==> src/rtl/cdb_arbiter_pkg.sv <==
// rtl/cdb_arbiter_pkg.sv - shared Tomasulo CDB types and sizing constants
package cdb_arbiter_pkg;

    localparam int NUM_FU  = 4;
    localparam int DATA_W  = 32;
    localparam int TAG_W   = 3;
    localparam int FU_ID_W = (NUM_FU > 1) ? $clog2(NUM_FU) : 1;

    typedef logic [TAG_W-1:0]   rob_tag_t;
    typedef logic [FU_ID_W-1:0] fu_id_t;

    // One CDB broadcast as seen by reservation stations, ALUs and the ROB.
    typedef struct packed {
        logic [DATA_W-1:0] data;
        rob_tag_t          tag;
        logic              req;
    } cdb_data_t;

endpackage

==> src/rtl/cdb_arbiter_if.sv <==
// rtl/cdb_arbiter_if.sv - functional-unit result handshake and CDB broadcast bundle
interface cdb_arbiter_if #(
    parameter int NUM_FU = cdb_arbiter_pkg::NUM_FU,
    parameter int DATA_W = cdb_arbiter_pkg::DATA_W,
    parameter int TAG_W  = cdb_arbiter_pkg::TAG_W
);

    logic [NUM_FU-1:0]             fu_valid;
    logic [NUM_FU-1:0][DATA_W-1:0] fu_data;
    logic [NUM_FU-1:0][TAG_W-1:0]  fu_tag;
    logic [NUM_FU-1:0]             fu_ready;
    logic                          cdb_valid;
    logic [DATA_W-1:0]             cdb_data;
    logic [TAG_W-1:0]              cdb_tag;
    logic [NUM_FU-1:0]             cdb_grant;

    // Functional-unit side: produces results, observes the broadcast.
    modport master (
        output fu_valid, fu_data, fu_tag,
        input  fu_ready, cdb_valid, cdb_data, cdb_tag, cdb_grant
    );

    // Arbiter side.
    modport slave (
        input  fu_valid, fu_data, fu_tag,
        output fu_ready, cdb_valid, cdb_data, cdb_tag, cdb_grant
    );

endinterface

==> src/rtl/cdb_arbiter_rr_arbiter.sv <==
// rtl/cdb_arbiter_rr_arbiter.sv - combinational rotating-priority one-hot picker
module rr_arbiter
    import cdb_arbiter_pkg::*;
#(
    parameter int N  = NUM_FU,
    parameter int PW = (N > 1) ? $clog2(N) : 1
) (
    input  logic [N-1:0]  req,
    input  logic [PW-1:0] ptr,
    output logic [N-1:0]  grant
);

    logic          found;
    logic [PW-1:0] idx;
    int            pos;

    // Scan from ptr upward, wrapping, and grant the first requester seen.
    always_comb begin
        grant = '0;
        found = 1'b0;
        idx   = '0;
        pos   = 0;
        for (int i = 0; i < N; i++) begin
            pos = (int'(ptr) + i) % N;
            idx = PW'(pos);
            if (!found && req[idx]) begin
                grant[idx] = 1'b1;
                found      = 1'b1;
            end
        end
    end

endmodule

==> src/rtl/cdb_arbiter.sv <==
// rtl/cdb_arbiter.sv - per-unit result buffers shared round-robin onto the CDB
module cdb_arbiter #(
    parameter int NUM_FU = cdb_arbiter_pkg::NUM_FU,
    parameter int DATA_W = cdb_arbiter_pkg::DATA_W,
    parameter int TAG_W  = cdb_arbiter_pkg::TAG_W
) (
    input  logic         clk,
    input  logic         rst,
    input  logic         flush,
    cdb_arbiter_if.slave bus
);

    localparam int PW = (NUM_FU > 1) ? $clog2(NUM_FU) : 1;

    logic [NUM_FU-1:0]             occ;
    logic [NUM_FU-1:0][DATA_W-1:0] data_q;
    logic [NUM_FU-1:0][TAG_W-1:0]  tag_q;
    logic [PW-1:0]                 rr_ptr;

    logic [NUM_FU-1:0] grant_raw;
    logic [NUM_FU-1:0] accept;
    logic [PW-1:0]     winner;
    logic [PW-1:0]     ptr_next;
    logic              any_occ;
    logic [DATA_W-1:0] mux_data;
    logic [TAG_W-1:0]  mux_tag;

    rr_arbiter #(.N(NUM_FU), .PW(PW)) u_pick (
        .req   (occ),
        .ptr   (rr_ptr),
        .grant (grant_raw)
    );

    // Outputs come only from registered buffers plus flush; fu_valid never reaches the CDB.
    assign any_occ       = |occ;
    assign bus.cdb_valid = any_occ & ~flush;
    assign bus.cdb_grant = flush ? '0 : grant_raw;
    assign bus.fu_ready  = ~occ | bus.cdb_grant;
    assign bus.cdb_data  = mux_data;
    assign bus.cdb_tag   = mux_tag;
    assign accept        = bus.fu_valid & bus.fu_ready;
    assign ptr_next      = (winner == PW'(NUM_FU - 1)) ? '0 : winner + 1'b1;

    // Select the winning buffer's payload and encode its index for the pointer update.
    always_comb begin
        mux_data = '0;
        mux_tag  = '0;
        winner   = '0;
        for (int i = 0; i < NUM_FU; i++) begin
            if (grant_raw[i]) begin
                mux_data = mux_data | data_q[i];
                mux_tag  = mux_tag | tag_q[i];
                winner   = PW'(i);
            end
        end
    end

    // Buffer fill/drain and round-robin pointer; a broadcast buffer may refill in the same cycle.
    always_ff @(posedge clk or negedge rst) begin
        if (!rst) begin
            occ    <= '0;
            data_q <= '0;
            tag_q  <= '0;
            rr_ptr <= '0;
        end else if (flush) begin
            occ <= '0;
        end else begin
            for (int i = 0; i < NUM_FU; i++) begin
                if (accept[i]) begin
                    occ[i]    <= 1'b1;
                    data_q[i] <= bus.fu_data[i];
                    tag_q[i]  <= bus.fu_tag[i];
                end else if (grant_raw[i]) begin
                    occ[i] <= 1'b0;
                end
            end
            if (any_occ) begin
                rr_ptr <= ptr_next;
            end
        end
    end

endmodule

==> src/flat_wrapper.sv <==
// flat-port wrapper written by rule: the top's interface ports become plain ports
module cdb_arbiter_flat 
#(
    parameter int NUM_FU = cdb_arbiter_pkg::NUM_FU,
    parameter int DATA_W = cdb_arbiter_pkg::DATA_W,
    parameter int TAG_W  = cdb_arbiter_pkg::TAG_W
)
  (clk, rst, flush, bus_fu_valid, bus_fu_data, bus_fu_tag, bus_fu_ready, bus_cdb_valid, bus_cdb_data, bus_cdb_tag, bus_cdb_grant);
  cdb_arbiter_if #(.NUM_FU(NUM_FU), .DATA_W(DATA_W), .TAG_W(TAG_W)) bus_i ();
  input  logic clk;
  input  logic rst;
  input  logic flush;
  input wire logic [$bits(bus_i.fu_valid)-1:0] bus_fu_valid;
  input wire logic [$bits(bus_i.fu_data)-1:0] bus_fu_data;
  input wire logic [$bits(bus_i.fu_tag)-1:0] bus_fu_tag;
  output wire logic [$bits(bus_i.fu_ready)-1:0] bus_fu_ready;
  output wire logic [$bits(bus_i.cdb_valid)-1:0] bus_cdb_valid;
  output wire logic [$bits(bus_i.cdb_data)-1:0] bus_cdb_data;
  output wire logic [$bits(bus_i.cdb_tag)-1:0] bus_cdb_tag;
  output wire logic [$bits(bus_i.cdb_grant)-1:0] bus_cdb_grant;
  assign bus_i.fu_valid = bus_fu_valid;
  assign bus_i.fu_data = bus_fu_data;
  assign bus_i.fu_tag = bus_fu_tag;
  assign bus_fu_ready = bus_i.fu_ready;
  assign bus_cdb_valid = bus_i.cdb_valid;
  assign bus_cdb_data = bus_i.cdb_data;
  assign bus_cdb_tag = bus_i.cdb_tag;
  assign bus_cdb_grant = bus_i.cdb_grant;
  cdb_arbiter #(.NUM_FU(NUM_FU), .DATA_W(DATA_W), .TAG_W(TAG_W)) u_core (.clk(clk), .rst(rst), .flush(flush), .bus(bus_i));
endmodule
==> config.mk <==
export PLATFORM = sky130hd
export DESIGN_NAME = cdb_arbiter_flat
export DESIGN_NICKNAME = d
export VERILOG_FILES = /design/src/rtl/cdb_arbiter_pkg.sv /design/src/rtl/cdb_arbiter_if.sv /design/src/rtl/cdb_arbiter_rr_arbiter.sv /design/src/rtl/cdb_arbiter.sv /design/src/flat_wrapper.sv
export SDC_FILE = /design/constraint.sdc
export NUM_CORES = 1
export LEC_CHECK = 0
export CORE_MARGIN = 5
export CORE_UTILIZATION = 30
export CTS_CLUSTER_DIAMETER = 40
export DETAILED_ROUTE_END_ITERATION = 12
export HOLD_SLACK_MARGIN = 0.15
export PLACE_DENSITY = 0.63
export SYNTH_ARGS = -nofsm -noshare
export SYNTH_HDL_FRONTEND = slang
export SYNTH_HIERARCHICAL = 1
export SYNTH_SLANG_ARGS = --single-unit
==> constraint.sdc <==
create_clock -name clk -period 3.92 [get_ports clk]
set_clock_uncertainty 0.15 [all_clocks]
set_input_delay 0.392 -clock clk [delete_from_list [all_inputs] [get_ports clk]]
set_output_delay 0.392 -clock clk [all_outputs]
set_load 0.02 [all_outputs]
==> impl_metrics.ini, run 1 <==
[sta]
rsz0062_at_grt = no
final_hold_viol_count = 0
drv_slew = 0
max_freq_ghz = 0.268
period_minus_slack_ns = 3.74
finalSetupViolCount = 0
worst_hold_slack_ns = 0.339
setup_ws_ns = 0.182
tns_ns = 0
tightest_slew_ns = 0.885
maxSlewHeadroom = 0.410
period_share = 0.954

[cts]
numCtsBuffers = 17
clk_pin_slew_ns = 0.07
cts_max_level = 4
clockBufferDepth = 2
cts.sinks = 146
clk_latency_ns = 0.41
root_buffer = clkbuf_16
cts_tree = yes

[grt]
grt_pass1_wl_mm = 31.6
met3_usage = 0.0525
grt_pass1_vias = 5670
grt-ovfl-total = 0
use_met1 = 0.193
grt_use_total = 0.157
antenna_found_initial = 0
met2_usage = 0.269
grt_max_degree = 94
busiest_layer = met2

[yosys]
avgSynthCellArea_um2 = 13.6
synth_top_family_by_area = multiplexers
netlist-cell-type-count = 25
syn-cell-area_um2 = 6660
synthTopCellsByArea = dfrtp_1 55%, mux2_2 23%, a22oi_1 7.9%
syn_inst = 489
synth-simple-area-share = 0.0548
synth.top_cell.area_share = 0.548
yosysTopAreaCell = dfrtp_1
synthAdderAreaFrac = 0.0113
synth-seq-cells = 146
yosysWarnings = 6
synth-compound-area-share = 0.0952
yosysSeqAreaShare = 0.548
yosys.area_share.xor_xnor = 0
muxShareOfSynthArea = 0.253
syn-num-nets = 642

[status]
status = complete, no violations

[drt]
drt-initial-drc-count = 275
first_pass_iters = 5
vias_per_cell = 4.98
routed_wl_mm = 19.8
drc_errors = 0
vias = 4930
post_drt_wl_per_cell_um = 20.0
antenna_left = 0

[worst_setup_path]
cp.arrival_ns = 3.20
path_class = flop to output pin
endpoint_kind = output pin
rr_startpoint = u_core/rr_ptr[1]
worst-r2r-setup-slack_ns = 0.29
critPathLaunchType = flop
path_max_fanout = 16
crit_start = u_core/rr_ptr[1]
cp.required_ns = 3.38

[power]
vdd_drop_max_mv = 0.570
finalPower_mw = 8.65
powerDensity_nw_per_um2 = 910
p_leak_nw = 4.00

[final_layout]
layout-drive-gt1-share = 0.300
fillers = 1981
register_area_um2 = 3660
multi_input_area_um2 = 2760
fin_util = 0.436
synthToLayoutAreaGrowth_pct = 42.7
diodes = 0
num-nets-final = 849

[min_path]
min-delay-start = u_core/data_q[70]
hold_class = flop to flop

[place]
place_congestion = 0.831
numPortBuffers = 190
dp_hpwl_mm = 14.0
pre_cts_slack_ns = 0.116

[floorplan]
dieArea_um2 = 25300
die_w_um = 159
chipHeight_um = 159
initial_core_util = 0.305
io_pins = 191
row_count = 54
core_area_um2 = 21800

[flow_run]
cap_violations = 0
metrics by stage:
| stage | std cells | instance area (um2) |
|---|---|---|
| 2_1_floorplan | 489 | 6660 |
| 3_3_place_gp | 946 | 8840 |
| 3_5_place_dp | 946 | 8840 |
| 4_1_cts | 987 | 9480 |
| 5_1_grt | 989 | 9500 |
| 6_report | 989 | 9500 |
registers in the layout, indices dropped and copies added (netlist names):
| register | flops |
|---|---|
| u_core/data_q | 128 |
| u_core/rr_ptr | 2 |
| u_core/tag_q | 12 |
| u_core/occ | 4 |
layer usage:
| metal | up-vias | wire length [um] |
|---|---|---|
| met1 | 2518 | 8300 |
| met3 | 11 | 1370 |
| met2 | 186 | 9990 |
| met4 | 0 | 147 |
| li1 | 2215 | - |
| met5 | - | 0 |
power by group:
part / internal (mW) / total, mW / switching [mW]
registers: 2.09 / 2.42 / 0.332
logic: 2.06 / 4.63 / 2.58
clock network: 0.894 / 1.59 / 0.701
worst paths after layout:
check                                      to  cells past startpoint
setup / recovery              bus_fu_ready[2]                     10
hold / removal              u_core/data_q[70]                      1
setup reg to reg           u_core/data_q[105]                     12
hold reg to reg             u_core/data_q[70]                      1
max in group asynchronous  u_core/data_q[105]                      3
min in group asynchronous   u_core/data_q[92]                      2
worst max-delay path, stage by stage (launching register included):
cell	delay [ns]
dfrtp_2	0.45
inv_1	0.08
ha_1	0.32
mux4_2	0.40
nor4b_4	0.34
nand2_1	0.12
o211ai_1	0.16
buf_6	0.24
inv_1	0.09
o21ai_0	0.20
dlygate4sd2_1	0.37
cell usage after synthesis (all sizes together):
| cell | n |
|---|---|
| nor2 | 12 |
| a21o | 4 |
| a21oi | 5 |
| mux2 | 141 |
| dfrtp | 146 |
| nor4 | 1 |
| nor4b | 1 |
| nor3b | 4 |
| a22oi | 70 |
| o211ai | 4 |
| inv | 7 |
| nor2b | 7 |
| clkbuf | 12 |
| mux4 | 4 |
| nand2b | 3 |
| o21ai | 2 |
| nand2 | 40 |
| ha | 6 |
| o41ai | 1 |
| buf | 19 |
kinds of logic (layout without fill, tap and decap cells):
family,after synthesis,count (layout)
AND/OR/NAND/NOR,68,68
flip-flops,146,146
AO/OA/AOI/OAI,86,86
adder cells (fa/ha/maj),6,6
buffers and inverters,38,258
multiplexers,145,145
cells in the final DEF (no fill, tap or decap), drive strengths merged, types with 3 or more instances in the layout:
cell,netlist,layout
nand2b,3,3
a22oi,70,70
nor2b,7,7
buf,19,29
dlygate4sd2,0,41
nor3b,4,4
clkinvlp,0,3
inv,7,14
a21o,4,4
nor2,12,12
a21oi,5,5
clkdlybuf4s50,0,146
mux2,141,141
ha,6,6
mux4,4,4
dfrtp,146,146
clkinv,0,4
o211ai,4,4
clkbuf,12,18
nand2,40,40
cell type report:
| cell class | instances | area share |
|---|---|---|
| Clock inverter | 15 | 0.0157 |
| Clock buffer | 17 | 0.0448 |
| Sequential cell | 146 | 0.385 |
| Timing Repair Buffer | 219 | 0.225 |
| Inverter | 7 | 0.00276 |
| Tap cell | 280 | 0.0369 |
| Multi-Input combinational cell | 305 | 0.290 |
repair_timing:
action | CTS | global route
hold buffers | 1 | 0
cloned | 1 | 0
endpoints found under the hold margin | 91 | 0
buffers inserted | 7 | 2
resized for setup | 53 | 3
pin swaps | 0 | 1
endpoints found under the setup margin | 43 | 4
Power figures use the tool's default switching activity.
==> run 2, diff against run 1 <==
MAX_ROUTING_LAYER = met4   (was unset)
SYNTH_HIERARCHICAL = unset   (was 1)
==> run 2 against run 1 <==
  * Routed wire length about the same
  * Utilization increased by 0.38 points
  * Via count down 0.16%
  * Design area grew 0.25%
  * Area after synthesis shrank 1.6%
  * Combinational power shrank 14%
  * First-iteration DRC count rose by 9.1%
==> impl_metrics.ini, run 2 <==
[worst_setup_path]
critPathLaunchType = flop
cp.arrival_ns = 3.27
path_max_fanout = 8
cp.required_ns = 3.38
path_class = flop to output pin
endpoint_kind = output pin

[place]
place_congestion = 0.846
dp_hpwl_mm = 13.9
dpl_cell_area_um2 = 8860
numPortBuffers = 190

[yosys]
yosysTopAreaCell = dfrtp_1
syn-num-nets = 644
netlist-cell-type-count = 33
synth_common_cells = 146 x dfrtp_1, 104 x mux2_2, 71 x nand2_1, 36 x mux2_1, 35 x a222oi_1
yosysMostFrequentCell = dfrtp_1
synth-seq-cells = 146
syn_inst = 491
synthTopCellsByArea = dfrtp_1 56%, mux2_2 18%, mux2_1 6.2%
synth.top_cell.area_share = 0.557
avgSynthCellArea_um2 = 13.4
ys_async_sr_fraction = 1.00
synth-main-ff-cell = dfrtp_1
syn-cell-area_um2 = 6560
yosysWarnings = 0
yosysSeqAreaShare = 0.557
synth-edff-count = 0

[sta]
worst_hold_slack_ns = 0.337
maxSlewHeadroom = 0.412
tightest_slew_ns = 0.882
max_freq_ghz = 0.262
drv_slew = 0
finalSetupViolCount = 0
period_minus_slack_ns = 3.81
period_share = 0.972
final_hold_viol_count = 0
rsz0062_at_grt = yes

[cts]
cts.sinks = 146
cts_max_level = 4
clk_pin_slew_ns = 0.06
root_buffer = clkbuf_16
clockBufferDepth = 2
clk_latency_ns = 0.41
cts_tree = yes
numCtsBuffers = 17

[grt]
grt-ovfl-total = 0
antenna_found_initial = 2
grt_pass1_wl_mm = 30.5
grt_max_degree = 97
grt_use_total = 0.164
grt_pass1_vias = 5539

[floorplan]
initial_core_util = 0.302
chipHeight_um = 158
die_w_um = 158
io_pins = 191
row_count = 54
dieArea_um2 = 24900
core_area_um2 = 21700

[final_layout]
synthToLayoutAreaGrowth_pct = 45.3
num-nets-final = 851
reg_top3 = u_core.data_q x128, u_core.tag_q x12, u_core.occ x4
register_area_um2 = 3650
layout-drive-gt1-share = 0.288
largest_reg_flops = 128
top_register = u_core.data_q
layout_commonest_cell = clkdlybuf4s50_1
multi_input_area_um2 = 2810
fillers = 1983
layout_common_cells = 154 x clkdlybuf4s50_1, 146 x dfrtp_1, 104 x mux2_2
final_cell_area_um2 = 9530

[flow_run]
cap_violations = 0

[power]
finalPower_mw = 8.04
p_leak_nw = 4.01
vdd_drop_max_mv = 0.431
powerDensity_nw_per_um2 = 844

[min_path]
hold_class = flop to flop

[drt]
vias = 4922
post_drt_wl_per_cell_um = 19.9
drc_errors = 0
first_pass_iters = 5
antenna_left = 0
routed_wl_mm = 19.8
vias_per_cell = 4.96
drt-initial-drc-count = 300

[status]
status = complete, no violations
run 2: logic make-up after synthesis:
group	Yosys count	synth area share
fa+ha+maj	6	0.0115
simple gates	93	0.0592
compound gates	66	0.0952
mux	144	0.252
flops	146	0.557
buf+inv	36	0.0246
run 2: path summary, 6_finish.rpt:
| path | endpoint | slack, ns | from | cells after the start |
|---|---|---|---|---|
| worst max-delay path | bus_cdb_data[1] | 0.11 | u_core.rr_ptr[0] | 10 |
| worst min-delay path | u_core.data_q[86] | 0.34 | u_core.data_q[86] | 1 |
| worst max register to register | u_core.data_q[53] | 0.37 | u_core.rr_ptr[0] | 10 |
| worst min register to register | u_core.data_q[86] | 0.34 | u_core.data_q[86] | 1 |
| max in group asynchronous | u_core.data_q[75] | 2.23 | rst | 3 |
| min in group asynchronous | u_core.data_q[98] | 0.50 | rst | 2 |
run 2: metal layers:
metal	share of wire	GRT usage	vias to the layer above
li1	-	-	2246
met3	0.061	0.0413	30
met1	0.41	0.190	2462
met5	0	-	-
met4	0.020	0.0516	0
met2	0.51	0.281	184
run 2: per-stage QoR:
| stage | util | std cells | setup slack [ns] | setup TNS (ns) |
|---|---|---|---|---|
| 3_5_place_dp | 0.408 | 949 | -0.0425 | -0.0425 |
| 4_1_cts | 0.439 | 988 | 0.00411 | 0 |
| 6_report | 0.439 | 993 | 0.109 | 0 |
| 2_1_floorplan | - | 491 | 0.542 | 0 |
| 5_1_grt | 0.439 | 993 | -0.0264 | -0.194 |
| 3_3_place_gp | 0.408 | 949 | 0.0803 | 0 |
run 2: where the power goes:
group | total [mW] | switching, mW | internal, mW
combinational | 3.97 | 2.19 | 1.78
sequential | 2.35 | 0.300 | 2.05
clock | 1.72 | 0.695 | 1.02
total | 8.04 | 3.19 | 4.85
run 2: critical path, stage by stage (launching register included):
cell           delay (ns)
dfrtp_1              0.38
inv_2                0.08
ha_4                 0.30
mux4_2               0.34
nor2b_4              0.16
a22o_1               0.21
a221o_2              0.44
buf_6                0.19
a222oi_1             0.32
nand2_1              0.10
dlygate4sd2_1        0.33
run 2: layout make-up:
cell class | instances | share of cell area
Timing Repair Buffer | 221 | 0.218
Sequential cell | 146 | 0.383
Antenna cell | 2 | 0.000525
Inverter | 3 | 0.00118
Multi-Input combinational cell | 309 | 0.295
Clock inverter | 15 | 0.0205
Tap cell | 280 | 0.0368
Clock buffer | 17 | 0.0446
run 2: what timing repair did:
| item | in CTS | in global routing |
|---|---|---|
| pin swaps | 5 | 13 |
| gates resized for setup | 45 | 52 |
| setup endpoints to repair | 35 | 35 |
| hold buffers | 1 | 0 |
| buffers inserted | 6 | 2 |
| endpoints found under the hold margin | 94 | 0 |
| cloned | 0 | 1 |
==> run 3, diff against run 2 <==
CORE_ASPECT_RATIO = 0.8   (was unset)
TNS_END_PERCENT = 10   (was unset)
==> run 3 against run 2 <==
  * Die area about the same
  * Sequential cell count unchanged
  * Combinational power up 6.3%
  * First-iteration DRC count up 88%
==> impl_metrics.ini, run 3 (synthesis results as in run 2) <==
[status]
status = complete, no violations

[cts]
cts.sinks = 146
root_buffer = clkbuf_16
clockBufferDepth = 2
cts_tree = yes
numCtsBuffers = 17
clk_latency_ns = 0.41
cts_max_level = 4
clk_pin_slew_ns = 0.06

[power]
internal-power_mw = 4.91
p_comb_frac = 0.516
p_switching_mw = 3.27
seqPwrFrac = 0.286
p_leak_nw = 4.05
powerDensity_nw_per_um2 = 852
p_clk_frac = 0.198
finalPower_mw = 8.18
p_sw_frac = 0.400
vdd_drop_max_mv = 0.373

[sta]
drv_slew = 0
period_minus_slack_ns = 3.90
rsz0062_at_grt = yes
finalSetupViolCount = 0
max_freq_ghz = 0.256
setup_ws_ns = 0.0213
period_share = 0.995
final_hold_viol_count = 0
tightest_slew_ns = 0.880
maxSlewHeadroom = 0.412

[grt]
grt_pass1_wl_mm = 32.5
grt_max_degree = 83
grt_use_total = 0.174
grt_pass1_vias = 5461
grt-ovfl-total = 0
antenna_found_initial = 0

[final_layout]
register_area_um2 = 3650
reg_top3 = u_core.data_q x128, u_core.tag_q x12, u_core.occ x4
fillers = 1935
stdcell_count = 985
top_register = u_core.data_q
num-nets-final = 853
multi_input_area_um2 = 2920
diodes = 0
synthToLayoutAreaGrowth_pct = 46.4
largest_reg_flops = 128
layout_common_cells = 154 x clkdlybuf4s50_1, 146 x dfrtp_1, 104 x mux2_2
layout-drive-gt1-share = 0.275
layout_commonest_cell = clkdlybuf4s50_1

[floorplan]
dieArea_um2 = 24900
initial_core_util = 0.304
io_pins = 191
row_count = 48
core_area_um2 = 21600
die_w_um = 175
chipHeight_um = 142

[drt]
drc_errors = 0
routed_wl_mm = 21.0
vias = 5017
post_drt_wl_per_cell_um = 21.3
drt-initial-drc-count = 563
first_pass_iters = 7
vias_per_cell = 5.09
antenna_left = 0

[worst_setup_path]
cp.required_ns = 3.38
endpoint_kind = output pin
worst-r2r-setup-slack_ns = 0.18
rr_endpoint = u_core.data_q[43]
reg2reg_depth = 8
critPathLaunchType = flop
path_max_fanout = 14
rr_startpoint = u_core.occ[2]
path_class = flop to output pin
cp.arrival_ns = 3.36

[min_path]
holdPathStages = 1
hold_class = flop to flop
min_to = u_core.data_q[66]
min-delay-start = u_core.data_q[66]

[place]
pre_cts_slack_ns = -0.0633
numPlacedInstances = 940
place_congestion = 0.757
numPortBuffers = 190
dp_hpwl_mm = 13.4

[flow_run]
cap_violations = 0
## run 3: changes by cell type in the layout (fill, tap and decap cells not counted), moves of 3 or more
cell,previous run,this run
a221o_4,1,5
buf_12,2,5
buf_4,24,20
buf_6,6,2
clkbuf_2,16,11
clkdlybuf4s15_1,6,3
dlygate4sd2_1,11,21
inv_6,5,2
## run 3: per-stage QoR
| step | hold slack [ns] | TNS, ns | util | cell area (um2) |
|---|---|---|---|---|
| floorplan | -0.0536 | 0 | - | 6560 |
| global placement | 0.274 | -0.00327 | 0.410 | 8830 |
| detailed placement | 0.285 | -0.0633 | 0.410 | 8830 |
| CTS | 0.339 | -0.0451 | 0.447 | 9630 |
| global route | 0.353 | -0.577 | 0.445 | 9600 |
| finish | 0.336 | 0 | 0.445 | 9600 |
## run 3: worst max path at each step
stage | start | depth (start not counted) | slack (ns) | endpoint
final | u_core.rr_ptr[0] | 9 | 0.02 | bus_cdb_data[28]
after detailed placement | u_core.rr_ptr[1] | 9 | -0.06 | bus_cdb_data[14]
after floorplan | u_core.rr_ptr[0] | 11 | 0.54 | bus_cdb_data[25]
after CTS | u_core.rr_ptr[0] | 9 | -0.03 | bus_cdb_tag[1]
after global routing | u_core.rr_ptr[0] | 9 | -0.09 | bus_cdb_data[28]
after global placement | u_core.rr_ptr[1] | 9 | -0.003 | bus_cdb_data[14]
## run 3: power by group through the flow
stage               registers (mW)  clock network (mW)  logic, mW
detailed placement            2.36                   0       4.09
finish                        2.34                1.62       4.22
CTS                           2.33                1.66       4.29
floorplan                     2.28                   0       2.37
global route                  2.40                1.73       4.52
global placement              2.33                   0       4.06
## run 3: worst max-delay path, stage by stage (launching register included)
cell and delay [ns]:
dfrtp_1 0.37, buf_6 0.16, mux4_2 0.56, nor2b_1 0.21
a22o_4 0.28, a221o_4 0.40, buf_12 0.17, a222oi_1 0.34
nand2_1 0.11, dlygate4sd2_1 0.33
## run 3: timing repair
item	4_1_cts	5_1_grt
resized for setup	51	23
setup buffers	9	0
pin swaps	2	9
hold buffers	1	0
hold endpoints to repair	64	0
endpoints found under the setup margin	35	29
gates cloned	6	0
## run 3: cell type report
class / count / area share
Clock buffer: 20 / 0.0465
Clock inverter: 9 / 0.0137
Inverter: 3 / 0.00117
Multi-Input combinational cell: 315 / 0.304
Sequential cell: 146 / 0.381
Tap cell: 275 / 0.0358
Timing Repair Buffer: 217 / 0.218
## run 3: metal layers
layer | track usage | wire length (um)
met1 | 0.232 | 9350
met2 | 0.278 | 10200
met3 | 0.0390 | 1300
met4 | 0.0331 | 127
met5 | - | 0
